`src/rtl/trim_dac_rx.sv`:
```
// Loopback receiver for the 3-chip LTC2624 trim-DAC daisy chain: rebuilds the latched DAC codes.
// Optional TRIM_RX_ECHO_EN: sdo re-transmits the chain data delayed by one full frame.
module trim_dac_rx #(
    parameter int N_CHIPS         = 3,
    parameter int N_DACS_PER_CHIP = 3,
    parameter int SYNC_STAGES     = 2
) (
    input  logic                                    clk160,
    input  logic                                    rst_n,
    input  logic                                    sdi,
    input  logic                                    sclk,
    input  logic                                    cs_n,
    output logic [12*N_CHIPS*N_DACS_PER_CHIP-1:0]   dac_codes,
    output logic                                    frame_valid,
    output logic                                    frame_err,
    output logic                                    cmd_err,
    output logic [15:0]                             frame_cnt,
    output logic                                    sdo,
    output logic [1:0]                              o_dbg_state
);
    localparam int         FB       = 32 * N_CHIPS;
    localparam int         N_CH     = N_CHIPS * N_DACS_PER_CHIP;
    localparam int         IDX_W    = $clog2(N_CH);
    localparam logic [6:0] CNT_FULL = 7'(FB);

    typedef enum logic [1:0] {S_IDLE, S_SHIFT, S_DECODE} state_t;

    state_t                 r_state, w_next;
    logic [SYNC_STAGES-1:0] r_sclk_sync, r_cs_sync, r_sdi_sync;
    logic [SYNC_STAGES:0]   r_fill;
    logic                   r_sclk_d, r_cs_d, r_armed;
    logic [FB-1:0]          r_shreg;
    logic [6:0]             r_cnt;
    logic [11:0]            r_in [N_CH];
    logic [11:0]            r_out [N_CH];
    logic [11:0]            w_in_nx [N_CH];
    logic [11:0]            w_out_nx [N_CH];
    logic                   r_frame_valid, r_frame_err, r_cmd_err;
    logic [15:0]            r_frame_cnt;
    logic                   w_sclk, w_cs, w_sdi;
    logic                   w_sclk_rise, w_sclk_fall, w_cs_fall, w_cs_rise;
    logic                   w_cmd_bad, w_addr_dac;
    logic [3:0]             w_cmd, w_addr;
    logic [11:0]            w_code;
    logic [IDX_W-1:0]       w_base, w_idx;

    assign w_sclk      = r_sclk_sync[SYNC_STAGES-1];
    assign w_cs        = r_cs_sync[SYNC_STAGES-1];
    assign w_sdi       = r_sdi_sync[SYNC_STAGES-1];
    assign w_sclk_rise = w_sclk & ~r_sclk_d;
    assign w_sclk_fall = ~w_sclk & r_sclk_d;
    assign w_cs_rise   = w_cs & ~r_cs_d;
    // Falls are only trusted once real pin values have reached both edge flops and cs_n was seen high,
    // so a cs_n already low at reset release never opens a frame.
    assign w_cs_fall   = ~w_cs & r_cs_d & r_armed;

    always_ff @(posedge clk160 or negedge rst_n) begin
        if (!rst_n) begin
            r_sclk_sync <= '0;
            r_cs_sync   <= '1;
            r_sdi_sync  <= '0;
            r_sclk_d    <= 1'b0;
            r_cs_d      <= 1'b1;
            r_fill      <= '0;
            r_armed     <= 1'b0;
        end else begin
            r_sclk_sync <= {r_sclk_sync[SYNC_STAGES-2:0], sclk};
            r_cs_sync   <= {r_cs_sync[SYNC_STAGES-2:0], cs_n};
            r_sdi_sync  <= {r_sdi_sync[SYNC_STAGES-2:0], sdi};
            r_sclk_d    <= w_sclk;
            r_cs_d      <= w_cs;
            r_fill      <= {r_fill[SYNC_STAGES-1:0], 1'b1};
            r_armed     <= r_armed | (r_fill[SYNC_STAGES] & w_cs & r_cs_d);
        end
    end

    always_ff @(posedge clk160 or negedge rst_n) begin
        if (!rst_n) r_state <= S_IDLE;
        else        r_state <= w_next;
    end

    always_comb begin
        w_next = r_state;
        case (r_state)
            S_IDLE:   if (w_cs_fall) w_next = S_SHIFT;
            S_SHIFT:  if (w_cs_rise) w_next = S_DECODE;
            S_DECODE: w_next = S_IDLE;
            default:  w_next = S_IDLE;
        endcase
    end

    assign o_dbg_state = r_state;

    always_ff @(posedge clk160 or negedge rst_n) begin
        if (!rst_n) begin
            r_shreg <= '0;
            r_cnt   <= '0;
        end else if (r_state == S_IDLE && w_cs_fall) begin
            r_cnt <= '0;
        end else if (r_state == S_SHIFT && w_sclk_rise) begin
            r_shreg <= {r_shreg[FB-2:0], w_sdi};
            if (r_cnt != 7'd127) r_cnt <= r_cnt + 7'd1;
        end
    end

    // Words decode independently; word c sits at [32c+31:32c] and belongs to chip c+1.
    always_comb begin
        w_in_nx    = r_in;
        w_out_nx   = r_out;
        w_cmd_bad  = 1'b0;
        w_cmd      = '0;
        w_addr     = '0;
        w_code     = '0;
        w_base     = '0;
        w_idx      = '0;
        w_addr_dac = 1'b0;
        for (int c = 0; c < N_CHIPS; c++) begin
            w_cmd      = r_shreg[32*c+20 +: 4];
            w_addr     = r_shreg[32*c+16 +: 4];
            w_code     = r_shreg[32*c+4 +: 12];
            w_base     = IDX_W'(c * N_DACS_PER_CHIP);
            w_idx      = w_base + IDX_W'(w_addr);
            w_addr_dac = (w_addr < 4'(N_DACS_PER_CHIP));
            if (w_addr > 4'd3) begin
                w_cmd_bad = 1'b1;
            end else begin
                case (w_cmd)
                    4'h0: if (w_addr_dac) w_in_nx[w_idx] = w_code;
                    4'h1: if (w_addr_dac) w_out_nx[w_idx] = w_in_nx[w_idx];
                    4'h2: begin
                        if (w_addr_dac) w_in_nx[w_idx] = w_code;
                        for (int a = 0; a < N_DACS_PER_CHIP; a++)
                            w_out_nx[w_base + IDX_W'(a)] = w_in_nx[w_base + IDX_W'(a)];
                    end
                    4'h3: if (w_addr_dac) begin
                        w_in_nx[w_idx]  = w_code;
                        w_out_nx[w_idx] = w_code;
                    end
                    4'hF: ;
                    default: w_cmd_bad = 1'b1;
                endcase
            end
        end
    end

    always_ff @(posedge clk160 or negedge rst_n) begin
        if (!rst_n) begin
            for (int k = 0; k < N_CH; k++) begin
                r_in[k]  <= '0;
                r_out[k] <= '0;
            end
            r_frame_valid <= 1'b0;
            r_frame_err   <= 1'b0;
            r_cmd_err     <= 1'b0;
            r_frame_cnt   <= '0;
        end else begin
            r_frame_valid <= 1'b0;
            r_frame_err   <= 1'b0;
            r_cmd_err     <= 1'b0;
            if (r_state == S_DECODE) begin
                if (r_cnt == CNT_FULL) begin
                    r_in          <= w_in_nx;
                    r_out         <= w_out_nx;
                    r_frame_valid <= 1'b1;
                    r_cmd_err     <= w_cmd_bad;
                    r_frame_cnt   <= r_frame_cnt + 16'd1;
                end else if (r_cnt != 7'd0) begin
                    r_frame_err <= 1'b1;
                end
            end
        end
    end

    always_comb begin
        dac_codes = '0;
        for (int k = 0; k < N_CH; k++) dac_codes[12*k +: 12] = r_out[k];
    end

    assign frame_valid = r_frame_valid;
    assign frame_err   = r_frame_err;
    assign cmd_err     = r_cmd_err;
    assign frame_cnt   = r_frame_cnt;

`ifdef TRIM_RX_ECHO_EN
    logic r_sdo;
    always_ff @(posedge clk160 or negedge rst_n) begin
        if (!rst_n)                                     r_sdo <= 1'b0;
        else if (r_state == S_IDLE)                     r_sdo <= 1'b0;
        else if (r_state == S_SHIFT && w_sclk_fall)     r_sdo <= r_shreg[FB-1];
    end
    assign sdo = r_sdo;
`else
    logic w_unused_msb;
    assign w_unused_msb = r_shreg[FB-1];
    assign sdo          = 1'b0;
`endif
endmodule

```
`config.mk`:
```
export PLATFORM = sky130hd
export DESIGN_NAME = trim_dac_rx
export DESIGN_NICKNAME = d
export VERILOG_FILES = /design/src/rtl/trim_dac_rx.sv
export SDC_FILE = /design/constraint.sdc
export NUM_CORES = 1
export LEC_CHECK = 0
export BUFFER_PORTS_ARGS = -buffer_cell sky130_fd_sc_hd__buf_4
export CELL_PAD_IN_SITES_DETAIL_PLACEMENT = 1
export CELL_PAD_IN_SITES_GLOBAL_PLACEMENT = 2
export CORE_MARGIN = 2
export CORE_UTILIZATION = 36
export CTS_BUF_LIST = sky130_fd_sc_hd__clkbuf_2 sky130_fd_sc_hd__clkbuf_4 sky130_fd_sc_hd__clkbuf_8
export CTS_CLUSTER_DIAMETER = 30
export DETAILED_ROUTE_END_ITERATION = 8
export PLACE_DENSITY_LB_ADDON = 0.1
export SLEW_MARGIN = 20
export SYNTH_ARGS = -nofsm -noshare
export SYNTH_HDL_FRONTEND = slang
export SYNTH_SLANG_ARGS = --single-unit
```
`constraint.sdc`:
```
create_clock -name clk160 -period 3.4 [get_ports clk160]
set_input_delay 0.17 -clock clk160 [delete_from_list [all_inputs] [get_ports clk160]]
set_output_delay 0.17 -clock clk160 [all_outputs]
set_load 0.03 [all_outputs]
```
# Yosys cells after proc, flatten, opt, wreduce, memory -nomap -nowiden
# Cells that the tools add are included.
[op_classes]
n_addsub = 4
magnitude_cmp = 12
n_eq_ne = 18
mux = 68
bitwise = 14
n_reduce_logical = 22
[ops]
columns = ["operator", "n"]
rows = [
  ["$mux W108", 18],
  ["$bwmux W108", 9],
  ["$pmux W36 S3", 3],
  ["$pmux W72 S2", 2],
  ["$bmux W12 S4", 3],
  ["$demux W12 S4", 3],
  ["$pmux W36 S2", 2],
  ["$mux W12", 9],
  ["$eq A4 B2 Y1 const B", 6],
  ["$mux W7", 3],
  ["$add A16 B1 Y16 const B", 1],
  ["$ge A5 B5 Y1 const B", 3],
  ["$lt A5 B1 Y1 const B", 3],
  ["$not A4 Y5", 3],
  ["$reduce_or A5 Y1", 3],
  ["$mux W1", 13],
  ["$eq A4 B1 Y1 const B", 3],
  ["$eq A4 B4 Y1 const B", 3],
  ["$gt A4 B2 Y1 const B", 3],
  ["$logic_not A4 Y1", 3],
  ["$lt A4 B2 Y1 const B", 3],
  ["$reduce_or A3 Y1", 3],
  ["$reduce_and A2 Y1", 4],
  ["$add A7 B1 Y7 const B", 1],
  ["other kinds (16)", 31],
]
[totals]
register_bits = 344
input_bits = 5
out_inout_bits = 130
wordCells = 170

# Logic depth before layout (Yosys ltp)
[depth]
depth_word = 20
mapped_depth = 15
ltp_nobuf = 11

# Least setup slack after synthesis
# No wires, ideal clock.
[synth_timing]
path_type = "register to register"
from = "register r_shreg[48]"
to = "register r_out, in the netlist dac_codes[10]"
arrival_time_ns = 3.260
setup_slack_ns = -0.002
path_stages_with_launch = 14
synth_period_minus_slack_ns = 3.402
path_cell_list = "dfrtp_1 buf_2 buf_2 inv_1 ha_1 nor4b_2 nand4_1 clkbuf_1 nor2_1 a21oi_1 a2111o_1 o2111ai_1 a21boi_0 o221ai_1"
[synth_via]
elab_chain_len = 17
word_cells_on_any_way = 31
cone_classes = "add/sub: 1; order compare: 4; mux: 24; bitwise: 1; reduce/logical: 1"
[synth_rtl]
columns = ["item", "line_no", "source"]
rows = [
  ["start: declaration", "32", "logic [FB-1:0] r_shreg;"],
  ["start signal: assignment", "101", "r_shreg <= {r_shreg[FB-2:0], w_sdi};"],
  ["$add A2 B4 Y4", "122", "w_idx = w_base + IDX_W'(w_addr);"],
  ["$not A4 Y5 (not written as such)", "n/a", ""],
  ["$ge A5 B5 Y1 (not written as such) / $lt A5 B1 Y1 (equally long branches)", "n/a", ""],
  ["$logic_and A1 B1 Y1 (not written as such)", "n/a", ""],
  ["$mux W12 (not written as such)", "n/a", ""],
  ["$demux W12 S4", "n/a", ""],
  ["$bwmux W108", "128, 131, 136", ""],
  ["$mux W108", "128, 131, 135", ""],
  ["$mux W108", "n/a", ""],
  ["$mux W108", "124", "if (w_addr > 4'd3) begin"],
  ["$bmux W12 S4", "129", "4'h1: if (w_addr_dac) w_out_nx[w_idx] = w_in_nx[w_idx];"],
  ["$mux W12 (not written as such) (2 in series)", "129", ""],
  ["$bwmux W108", "129", ""],
  ["$mux W108", "129", ""],
  ["$pmux W72 S2", "127", "case (w_cmd)"],
  ["$mux W108 *", "124", ""],
  ["end signal: assignment", "163", "r_out <= w_out_nx;"],
  ["end: declaration", "35", "logic [11:0] r_out [N_CH];"],
]
# Every way passes the cells marked *; elsewhere a longest branch is shown, timed or not. The select of a mux whose other input is x is not followed.
# A chain may end at the register's enable or synchronous reset.

# Worst setup path after layout
[layout_timing]
from = "register r_shreg[19]"
to = "register r_out, in the netlist dac_codes[2]"
[layout_via]
elab_chain_len = 20
word_cells_on_any_way = 43
cone_classes = "order compare: 4; mux: 37; bitwise: 1; reduce/logical: 1"
[layout_rtl]
columns = ["item", "line_no"]
rows = [
  ["$not A4 Y5 (not written as such)", "n/a"],
  ["$ge A5 B5 Y1 (not written as such) / $lt A5 B1 Y1 (equally long branches)", "n/a"],
  ["$logic_and A1 B1 Y1 (not written as such)", "n/a"],
  ["$mux W12 (not written as such)", "n/a"],
  ["$demux W12 S4", "n/a"],
  ["$bwmux W108", "128, 131, 136"],
  ["$mux W108", "128, 131, 135"],
  ["$mux W108", "n/a"],
  ["[... 4 more ...]", "n/a"],
  ["$bwmux W108 / $mux W108 (equally long branches)", "129, 124"],
  ["$mux W108 / $bmux W12 S4 (equally long branches)", "129"],
  ["$pmux W36 S2 / $mux W12 (equally long branches)", "127, 129"],
  ["$mux W108 / $mux W12 (equally long branches)", "124, 129"],
  ["$bwmux W108 (on tied branches)", "137, 129"],
  ["$mux W108 (on tied branches)", "135, 129"],
  ["$pmux W72 S2", "127"],
  ["$mux W108 *", "124"],
]
# Marks and branches as above.

==> results by group <==
Status
  • Result of the run: complete, but fails checks
  • Violated checks: setup timing

Logic synthesis
  • Post-synthesis cell type with the largest combined area: dfrtp_1
  • Number of synthesis warnings: 0
  • Post-synth EDFFs: 0
  • Most used DFF post-synth: dfrtp_1
  • Sequential-to-total area share from yosys stat: 38.6%
  • Flop and latch count out of synthesis: 344
  • Share of synthesized cell area in and, or, nand and nor gates: 15.2%
  • Area share of fa/ha/maj cells after synthesis: 0.448%
  • Synthesized netlist cell count: 2,551
  • Area share of the largest cell type after synthesis: 38.2%
  • Portion of netlist area occupied by mux cells: 14.4%
  • XOR/XNOR share of the synthesized area: less than 1%
  • Netlist Area Pre-Place: 0.0223 sq mm
  • Mapped Avg Cell Area: slightly below 9 sq um
  • Largest cells by area after synthesis: dfrtp_1 38%, mux2_2 6.8%, a21oi_1 6.8%
  • Count of unique library cells instantiated by Yosys: 91
  • FFs w/ async S/R, synth: 100%
  • Synthesized-area fraction occupied by ao, oa, aoi and oai cells: 25.8%
  • Dominant combinational cell family by area after synthesis: compound AO/OA/AOI/OAI gates
  • Post-Synthesis Net Count: 2,564

Layout
  • Layout cell share with drive strength beyond 1: 31.4%
  • Final-stage net count: 2,923
  • Area growth from synthesis to layout: 31.0%
  • Core utilization of the finished layout: between 40% and 50%
  • Post-layout instance count excluding filler cells: 3,795

Floorplan
  • Row Count: 91
  • Die outline width: around 250 microns
  • Starting density of the core: between 30 and 40%
  • Die outline area: roughly 0.064 sq mm
  • DIE HEIGHT: 253 microns
  • IO Pins: ~140
  • Core Footprint: 0.0615 sq mm

Place
  • Detailed placement HPWL: approximately 100,000 microns
  • Global placer's final weighted congestion: 1.04
  • Number of instances in the placed design: 3,578
  • Number of input and output port buffers inserted: 133

Min path
  • Class of the tightest hold or removal check: in2async

Timing
  • Period utilization: 102%
  • Shortest period the worst path allows: 3460 ps
  • Fin. Hold Viols: 0
  • Final count of negative-setup-slack endpoints: 3
  • Maximum achievable frequency: 0.289 GHz
  • Count of final max-slew check failures: 0
  • Final clock skew: 53.0 ps
  • Worst setup margin: -63.8 ps
  • Unrepaired setup endpoints after global routing: true
  • Relative slew slack: around a quarter
  • Worst-margin pin slew: 1120 ps

Power
  • Static Leak: 13.0 nW
  • Power per unit of standard cell area: ~410 mW/mm^2
  • Worst supply voltage drop on vdd: 0.317 mV

Routing
  • Initial DRC count: 3,146
  • WL final: 139,000 microns
  • WL per Instance: 36.6 microns
  • Detailed-route DRC error count: 0
  • Iteration count of the initial detailed-routing pass: 6
  • Number of nets still failing antenna checks after routing: 0
  • Post-DR vias/cell: approximately 6.7
  • Via total after detailed routing: 25,500

Run
  • Maxcap violations: 0

Global route
  • Number of antenna violations at the first check in global routing: 12
  • Global route total overflow: 0
  • All-Layer GR Usage: 43.0%
  • Global-route wire length before repair: 195,000 microns
  • Vias in the first global route: 25,400
  • Largest net degree at the start of global routing: 112

Clocking
  • Total CTS buffers: roughly 100
  • Source-to-sink clock delay at the later pin of the worst-skew pair: roughly 760 ps
  • CTS Root Buffer Type: clkbuf_8
  • CTS tree: done
  • Clock Tree Buf Depth: 3
  • Clock slew seen by the registers of the worst setup and hold paths: 70 ps
  • Number of levels the H-tree was split into: 3
  • Clk sinks: 344

Worst setup path
  • Required time of the critical path: 4060 ps
  • Setup crit start kind: flip-flop
  • Crit path capture type: flip-flop
  • Worst Setup Path Type: reg2reg
  • Arrival time worst endpoint: 4120 ps
  • Max FO, Critical Path: 13
[cell type report]
type	count	area (sq um)
inverter	32	121
clock buffer	127	1720
timing repair buffer	484	3910
fill	7112	32200
antenna	6	15.0
clock inverter	68	832
multi-input combinational	1944	13000
tap	790	988
sequential	344	8610
[power by group]
part / internal [mW] / leakage (nW) / switching, mW / total (mW)
registers: 4.16 / 4.76 / 0.0689 / 4.23
logic: 0.136 / 6.91 / 0.280 / 0.416
clock network: 4.50 / 1.28 / 2.72 / 7.22
total: 8.79 / 13.0 / 3.07 / 11.9
[placed cells by master, fill, tap and decap left out, types with 25 or more instances in the layout]
cell,count
nand2_1,246
o21ai_0,200
o22ai_1,61
nand3_1,37
nor3_1,35
mux2i_1,83
mux4_2,38
nand4_1,35
clkbuf_8,122
inv_1,29
a31oi_1,36
buf_4,454
mux2_2,135
a22oi_1,25
a21oi_1,293
nor2_1,238
dfrtp_1,339
a211oi_1,28
[layer usage]
layer	wire [microns]	vias to the layer above	share of wire (%)	GRT usage [%]
li1	-	10300	-	-
met1	55200	13000	40	56.2
met2	57900	1730	42	61.8
met3	14100	500	10	10.9
met4	11800	2	8.5	30.5
met5	10	-	0.0072	0
[cells by family (layout without fill, tap and decap cells)]
logic type / count (synthesis) / in the layout
other: 2 / 8
buffers and inverters: 263 / 711
AOI/OAI and AO/OA: 917 / 917
adders and majority gates: 8 / 8
xor gates and xnor gates: 25 / 25
muxes: 257 / 257
DFF: 344 / 344
and+or+nand+nor: 735 / 735
[state kept, by name, indices dropped and copies added, names as in the netlist]
| name | count |
|---|---|
| cmd_err | 1 |
| dac_codes | 108 |
| frame_cnt | 16 |
| frame_err | 1 |
| frame_valid | 1 |
| o_dbg_state | 2 |
| r_armed | 1 |
| r_cnt | 7 |
| r_cs_d | 1 |
| r_cs_sync | 2 |
| r_fill | 3 |
| r_in | 108 |
| r_sclk_d | 1 |
| r_sclk_sync | 2 |
| r_sdi_sync | 2 |
| r_shreg | 88 |
[stage by stage]
step                      setup WS, ps  TNS [ps]  cell area (sq um)  hold WS (ps)  total power [mW]
after floorplan                   66.0         0              22300          -126              4.44
after global placement            -247     -3260              26200           107              4.68
after detailed placement          -311     -6210              26200           112              4.69
after CTS                        -62.2      -133              29000          66.6              11.9
after global routing             -71.3      -786              29200          88.1              12.2
final                            -63.8      -142              29200          57.2              11.9
[cell usage after synthesis, types with 36 or more instances]
cell type,instances
o21ai_0,207
mux4_2,38
a21oi_1,302
mux2i_1,83
nor2_1,242
nand2_1,251
dfrtp_1,341
o22ai_1,61
a31oi_1,36
nor3_1,38
nand3_1,38
mux2_2,135
clkbuf_1,191
[what timing repair did]
action                                  4_1_cts  5_1_grt
hold endpoints to repair                    344        0
endpoints found under the setup margin       40       68
setup buffers                                 2        9
resized for setup                            30       46
pin swaps                                     4        9
hold buffers                                  5        0
[worst paths after layout]
check,startpoint,to,slack (ps),cells after the start
setup / recovery,r_shreg[19]$_DFFE_PN0P_,dac_codes[2]$_DFFE_PN0P_,-60,12
hold / removal,rst_n,r_shreg[0]$_DFFE_PN0P_,60,3
setup reg to reg,r_shreg[19]$_DFFE_PN0P_,dac_codes[2]$_DFFE_PN0P_,-60,12
hold reg to reg,r_sdi_sync[0]$_DFF_PN0_,r_sdi_sync[1]$_DFF_PN0_,350,0
max in group asynchronous,rst_n,r_in[33]$_DFFE_PN0P_,2630,3
min in group clk160,sclk,r_sclk_sync[0]$_DFF_PN0_,90,2
[worst max-delay path, stage by stage, from the launching register on]
cell	delay (ps)
dfrtp_1	430
nor4_4	340
buf_12	180
nand3_1	80
buf_4	230
mux2i_1	220
mux4_2	510
nand2_1	170
o211ai_1	270
buf_4	280
a311oi_1	350
buf_4	190
a221o_1	90
Note: power is estimated with default switching activity, not from simulation.
